File: config.mk
export PLATFORM = sky130hd
export DESIGN_NAME = melody_sequencer
export DESIGN_NICKNAME = d
export VERILOG_FILES = /design/src/rtl/melody_sequencer.sv
export SDC_FILE = /design/constraint.sdc
export NUM_CORES = 1
export LEC_CHECK = 0
export CAP_MARGIN = 20
export CORE_MARGIN = 2
export CORE_UTILIZATION = 50
export CTS_BUF_LIST = sky130_fd_sc_hd__clkbuf_4
export CTS_CLUSTER_DIAMETER = 60
export CTS_CLUSTER_SIZE = 24
export DETAILED_ROUTE_END_ITERATION = 8
export HOLD_SLACK_MARGIN = 0.06
export PLACE_DENSITY = 0.67
export SYNTH_ARGS = -nofsm -noshare
export SYNTH_HDL_FRONTEND = slang
export SYNTH_SLANG_ARGS = --single-unit
File: constraint.sdc
create_clock -name CLK -period 3.9 [get_ports CLK]
set_input_delay 0.39 -clock CLK [delete_from_list [all_inputs] [get_ports CLK]]
set_output_delay 0.39 -clock CLK [all_outputs]
set_load 0.01 [all_outputs]
File: src/rtl/melody_sequencer.sv
// rtl/melody_sequencer.sv - note-memory melody player driving the tone generator period
module melody_sequencer #(
  parameter int DEPTH     = 16,
  parameter int AW        = 4,
  parameter int MS_CYCLES = 50000,
  parameter int GAP_MS    = 0
) (
  input  logic          CLK,
  input  logic          RST_N,
  input  logic          wr_en,
  input  logic [AW-1:0] wr_addr,
  input  logic [31:0]   wr_data,
  input  logic [AW:0]   length,
  input  logic          loop,
  input  logic          start,
  input  logic          stop,
  output logic [31:0]   period,
  output logic          tone_en,
  output logic          busy,
  output logic [AW-1:0] note_idx,
  output logic          done
);
  localparam int            PW      = (MS_CYCLES > 1) ? $clog2(MS_CYCLES) : 1;
  localparam logic [PW-1:0] MS_LAST = PW'(MS_CYCLES - 1);
  localparam logic [11:0]   GAP_LEN = 12'(GAP_MS);

  typedef enum logic [1:0] {S_IDLE, S_LOAD, S_PLAY, S_GAP} state_t;
  state_t state, state_nxt;

  logic [31:0]   mem [DEPTH];
  logic [31:0]   entry;
  logic [AW:0]   len_q;
  logic [PW-1:0] ms_cnt;
  logic [11:0]   dur_cnt;
  logic          tick, seg_last, has_next;
  logic          go, empty_start, abort, enter_gap, next_note, wrap, finish;

  always_ff @(posedge CLK) begin
    if (wr_en) mem[wr_addr] <= wr_data;
  end

  // The LOAD->PLAY edge captures the entry into period/dur_cnt, acting as the read register.
  assign entry    = mem[note_idx];
  assign tick     = (ms_cnt == MS_LAST);
  assign seg_last = tick && (dur_cnt == 12'd1);
  assign has_next = ({1'b0, note_idx} + (AW+1)'(1)) < len_q;
  assign busy     = (state != S_IDLE);

  always_ff @(posedge CLK or negedge RST_N) begin
    if (!RST_N) state <= S_IDLE;
    else        state <= state_nxt;
  end

  always_comb begin
    state_nxt   = state;
    go          = 1'b0;
    empty_start = 1'b0;
    abort       = 1'b0;
    enter_gap   = 1'b0;
    next_note   = 1'b0;
    wrap        = 1'b0;
    finish      = 1'b0;
    if (busy && stop) begin
      abort     = 1'b1;
      state_nxt = S_IDLE;
    end else begin
      case (state)
        S_IDLE: begin
          if (start && !stop) begin
            if (length != '0) begin
              go        = 1'b1;
              state_nxt = S_LOAD;
            end else begin
              empty_start = 1'b1;
            end
          end
        end
        S_LOAD: state_nxt = S_PLAY;
        S_PLAY, S_GAP: begin
          if (seg_last) begin
            if (state == S_PLAY && GAP_MS > 0) begin
              enter_gap = 1'b1;
              state_nxt = S_GAP;
            end else if (has_next) begin
              next_note = 1'b1;
              state_nxt = S_LOAD;
            end else if (loop) begin
              wrap      = 1'b1;
              state_nxt = S_LOAD;
            end else begin
              finish    = 1'b1;
              state_nxt = S_IDLE;
            end
          end
        end
        default: state_nxt = S_IDLE;
      endcase
    end
  end

  always_ff @(posedge CLK or negedge RST_N) begin
    if (!RST_N) begin
      period   <= '0;
      tone_en  <= 1'b0;
      note_idx <= '0;
      done     <= 1'b0;
      len_q    <= '0;
      ms_cnt   <= '0;
      dur_cnt  <= '0;
    end else begin
      done <= empty_start | finish;
      if (go) begin
        note_idx <= '0;
        len_q    <= length;
      end
      if (abort || finish) begin
        period   <= '0;
        tone_en  <= 1'b0;
        note_idx <= '0;
      end else if (state == S_LOAD) begin
        period  <= {12'b0, entry[19:0]};
        tone_en <= (entry[19:0] != 20'd0);
        dur_cnt <= (entry[31:20] == 12'd0) ? 12'd1 : entry[31:20];
        ms_cnt  <= '0;
      end else if (enter_gap) begin
        tone_en <= 1'b0;
        dur_cnt <= GAP_LEN;
        ms_cnt  <= '0;
      end else if (next_note || wrap) begin
        tone_en  <= 1'b0;
        note_idx <= wrap ? '0 : note_idx + AW'(1);
      end else if (state == S_PLAY || state == S_GAP) begin
        ms_cnt <= tick ? '0 : ms_cnt + PW'(1);
        if (tick) dur_cnt <= dur_cnt - 12'd1;
      end
    end
  end
endmodule

==> impl.org <==
** Worst setup path
- Critical path arrival :: 4.30 ns
- The worst setup path is captured at a register.
- Along the worst path, the maximum fanout reaches 20.
- The number of cells on the worst reg-to-reg path is 11.
- Tracing the worst setup path back leads to its startpoint at note_idx[1].
- Register-to-register setup slack :: 0.38 ns
- The worst setup path is of the register to register kind.
- Critical path capture point :: period[1]
- Req. time, crit path :: 4.68 ns
- Worst R2R Start :: note_idx[1]
- In this run the critical register-to-register path is captured at period[1].
- Startpoint type of the worst setup path :: register

** Timing
- Total negative setup slack :: 0 ns
- Worst Clk Skew :: 0.0432 ns
- Final cycle utilization of the critical path :: 90.2%
- For the finished layout, the period the worst path requires is 3.52 ns.
- Setup violations remaining at the end of the flow were counted as 0.
- The count of final max-slew check failures came to 0.
- Timing would allow up to 284 MHz.
- The final number of hold-violating endpoints is 0.
- Unrepaired setup endpoints after global routing :: false
- Worst slew slack as a fraction of its limit :: 29.2%
- Slew of the pin with the lowest slew margin :: 1.06 ns

** Route
- After detailed routing, the average wire length per cell comes to 26.0 um.
- In the routed layout, each cell is associated on average with a via count of 6.11.
- Once detail routing completed, the nets flagged for antenna violations numbered 0.
- The final layout contains routed wiring with a total length of 47900 um.
- For this block, the initial DRC count from the detailed router was 1163.
- TritonRoute pass-1 iters :: 5
- Drt drc :: 0
- The detailed router placed 11300 vias in this run.

** Synthesis
- Post-synth cell types :: 58
- Counting flops with an async set or reset pin after synthesis yields a share of 10.6%.
- Cell taking the most area after synthesis :: edfxtp_1
- In the synthesized netlist the dominant register cell turns out to be edfxtp_1.
- During synthesis, Yosys emitted a total of 0 warnings.
- Synthesized netlist cell count :: 1117
- Top cells by instance count after synthesis :: edfxtp_1 (512), mux4_2 (144), dfrtp_1 (61)
- Fraction of the yosys area taken by sequential cells :: 74.9%
- Register bit total from synthesis :: 573
- After synthesis the cells add up to 0.0226 sq mm.
- The top cell type by area accounts for 68.2% of the synthesized area.
- Biggest area contributors in the synthesized netlist :: edfxtp_1 (68%), mux4_2 (14%), dfrtp_1 (6.8%)
- Yosys instantiated no cell more often than edfxtp_1.
- Counting flops with a built-in enable in the synthesized netlist gives 512.
- Average footprint of a synthesized cell :: 20.2 sq um

** Final layout
- Compared with the post-synthesis result, the final layout area differs by 10.4%.
- Final core utilization :: 56.1%
- Ratio of cells with drive above 1 in the final layout :: 22.6%
- Nets@finish :: 1271

** Power
- For this design the static power due to leakage is 7.79 nW.
- Worst IR drop on VDD :: 0.000219 V
- For this design the ratio of total power to cell area is 423 mW/mm^2.

** Die
- 86 I/O pins were placed.
- Full die area :: 0.0468 sq mm
- In this run the horizontal extent of the chip is 216 um.
- In this run the vertical extent of the chip is 216 um.
- The core region is 0.0444 sq mm.
- Once the floorplan was initialized, standard cells occupied 50.8% of the core.
- The floorplan has 77 rows.

** Global route
- Summed over all layers, the global routing overflow is 0.
- Entering global routing, the biggest net connects 93 pins.
- Global routing consumed, over all layers together, 21.1% of the routing resources.
- Initial antenna violation count :: 4
- The first global-routing pass estimated 72400 um of wire.
- The via count of the first global-routing pass was 11200.

** Place
- Routability congestion estimate from global placement :: 0.787
- Detailed-placement wirelength estimate :: 26500 um
- Total of buffers placed on input and output ports :: 73

** Clock network
- In this run the deepest clock path goes through 3 buffers.
- At the later pin of the worst-skew pair, clock insertion delay measures 0.85 ns.
- TritonCTS built the clock tree.
- Clock-pin slew was measured on the worst setup and hold paths at 0.19 ns.
- Sinks on Clock Net :: 573
- CTS H-tree lvls :: 2
- In this run the post-CTS setup repair buffer count came out at 0.
- The root buffer cell chosen for the clock tree is clkbuf_4.
- Number of clock buffers inserted by TritonCTS :: 39

** Job
- The tool flagged a number of max-cap violations equal to 0.

** Run status
- Run status :: finished, final reports clean

** Min path
- Type of the most critical hold path :: primary input to register
per-layer routing:
layer	GRT usage, %	wire length (um)	vias to the layer above
met2	33.7	23100	368
met1	31.0	21100	5998
li1	-	-	4826
met3	3.76	2930	57
met5	0	16	-
met4	4.20	734	2
sequential cells by signal, indices dropped and copies added, names as in the netlist:
register  flops
mem         512
period       20
ms_cnt       16
dur_cnt      12
len_q         5
note_idx      4
state         2
done          1
tone_en       1
through the flow:
step                      std cells  hold WS (ns)  setup WS (ns)  cell area [sq um]  total power [mW]
after floorplan                1128        0.0944          0.330              22600              7.41
after global placement         1764         0.477          0.367              24200              7.72
after detailed placement       1765         0.475          0.359              24200              7.75
after CTS                      1835         0.146          0.331              24900              10.6
after global routing           1839         0.150          0.173              24900              10.9
final                          1840         0.214          0.380              24900              10.5
worst min path at each step:
stage | cells past startpoint | end | start | slack, ns
floorplan | 0 | done | RST_N | 0.09
global route | 2 | len_q[0] | length[0] | 0.15
finish | 2 | len_q[0] | length[0] | 0.21
CTS | 3 | done | start | 0.15
global placement | 1 | dur_cnt[10] | dur_cnt[10] | 0.48
detailed placement | 1 | dur_cnt[10] | dur_cnt[10] | 0.47
final cells by class:
type / instances / area, sq um
clock buffer: 42 / 315
fill: 3351 / 19500
inverter: 11 / 41.3
sequential: 573 / 16900
tap: 592 / 741
clock inverter: 27 / 369
antenna: 4 / 10.0
timing repair buffer: 111 / 1110
multi-input combinational: 480 / 5400
cell families (layout without fill, tap and decap cells):
group / after synthesis / in the layout / share of synthesized area, %
XOR/XNOR: 2 / 2 / 0.0777
AND/OR/NAND/NOR: 183 / 183 / 4.09
multiplexers: 149 / 149 / 14.6
AO/OA/AOI/OAI: 126 / 126 / 3.98
flip-flops: 573 / 573 / 74.9
adder cells (fa/ha/maj): 8 / 8 / 0.444
buffers and inverters: 75 / 191 / 1.82
other: 1 / 16 / 0.0166
power by group:
| group | total, mW | internal (mW) | switching (mW) |
|---|---|---|---|
| clock | 2.92 | 0.871 | 2.05 |
| combinational | 0.610 | 0.254 | 0.356 |
| sequential | 7.00 | 6.89 | 0.112 |
| total | 10.5 | 8.01 | 2.52 |
repair_timing:
action	4_1_cts	5_1_grt
resized for setup	0	0
hold buffers	1	0
hold endpoints to repair	40	0
cells in the final DEF, fill, tap and decap left out, types with 9 or more instances in the layout:
cell type        instances
a21oi_1                  9
a22o_1                  21
a22oi_1                 31
buf_4                   29
clkbuf_4                42
clkdlybuf4s50_1         72
conb_1                  12
dfrtp_1                 58
edfxtp_1               512
inv_1                   11
mux4_2                 144
nand2_1                 44
nand3_1                 29
nor2_1                  28
nor2_4                  12
nor2b_1                 11
nor3_1                  10
o21ai_0                 27
worst max-delay path, stage by stage (launching register included):
cell,delay [ns]
dfrtp_4,0.54
ha_1,0.21
nor2b_1,0.14
or2_2,0.29
ha_1,0.30
a21o_1,0.16
a21o_1,0.17
a211oi_1,0.26
buf_4,0.19
o31ai_2,0.11
nor2_2,0.84
a22o_1,0.27
Power figures use the tool's default switching activity.
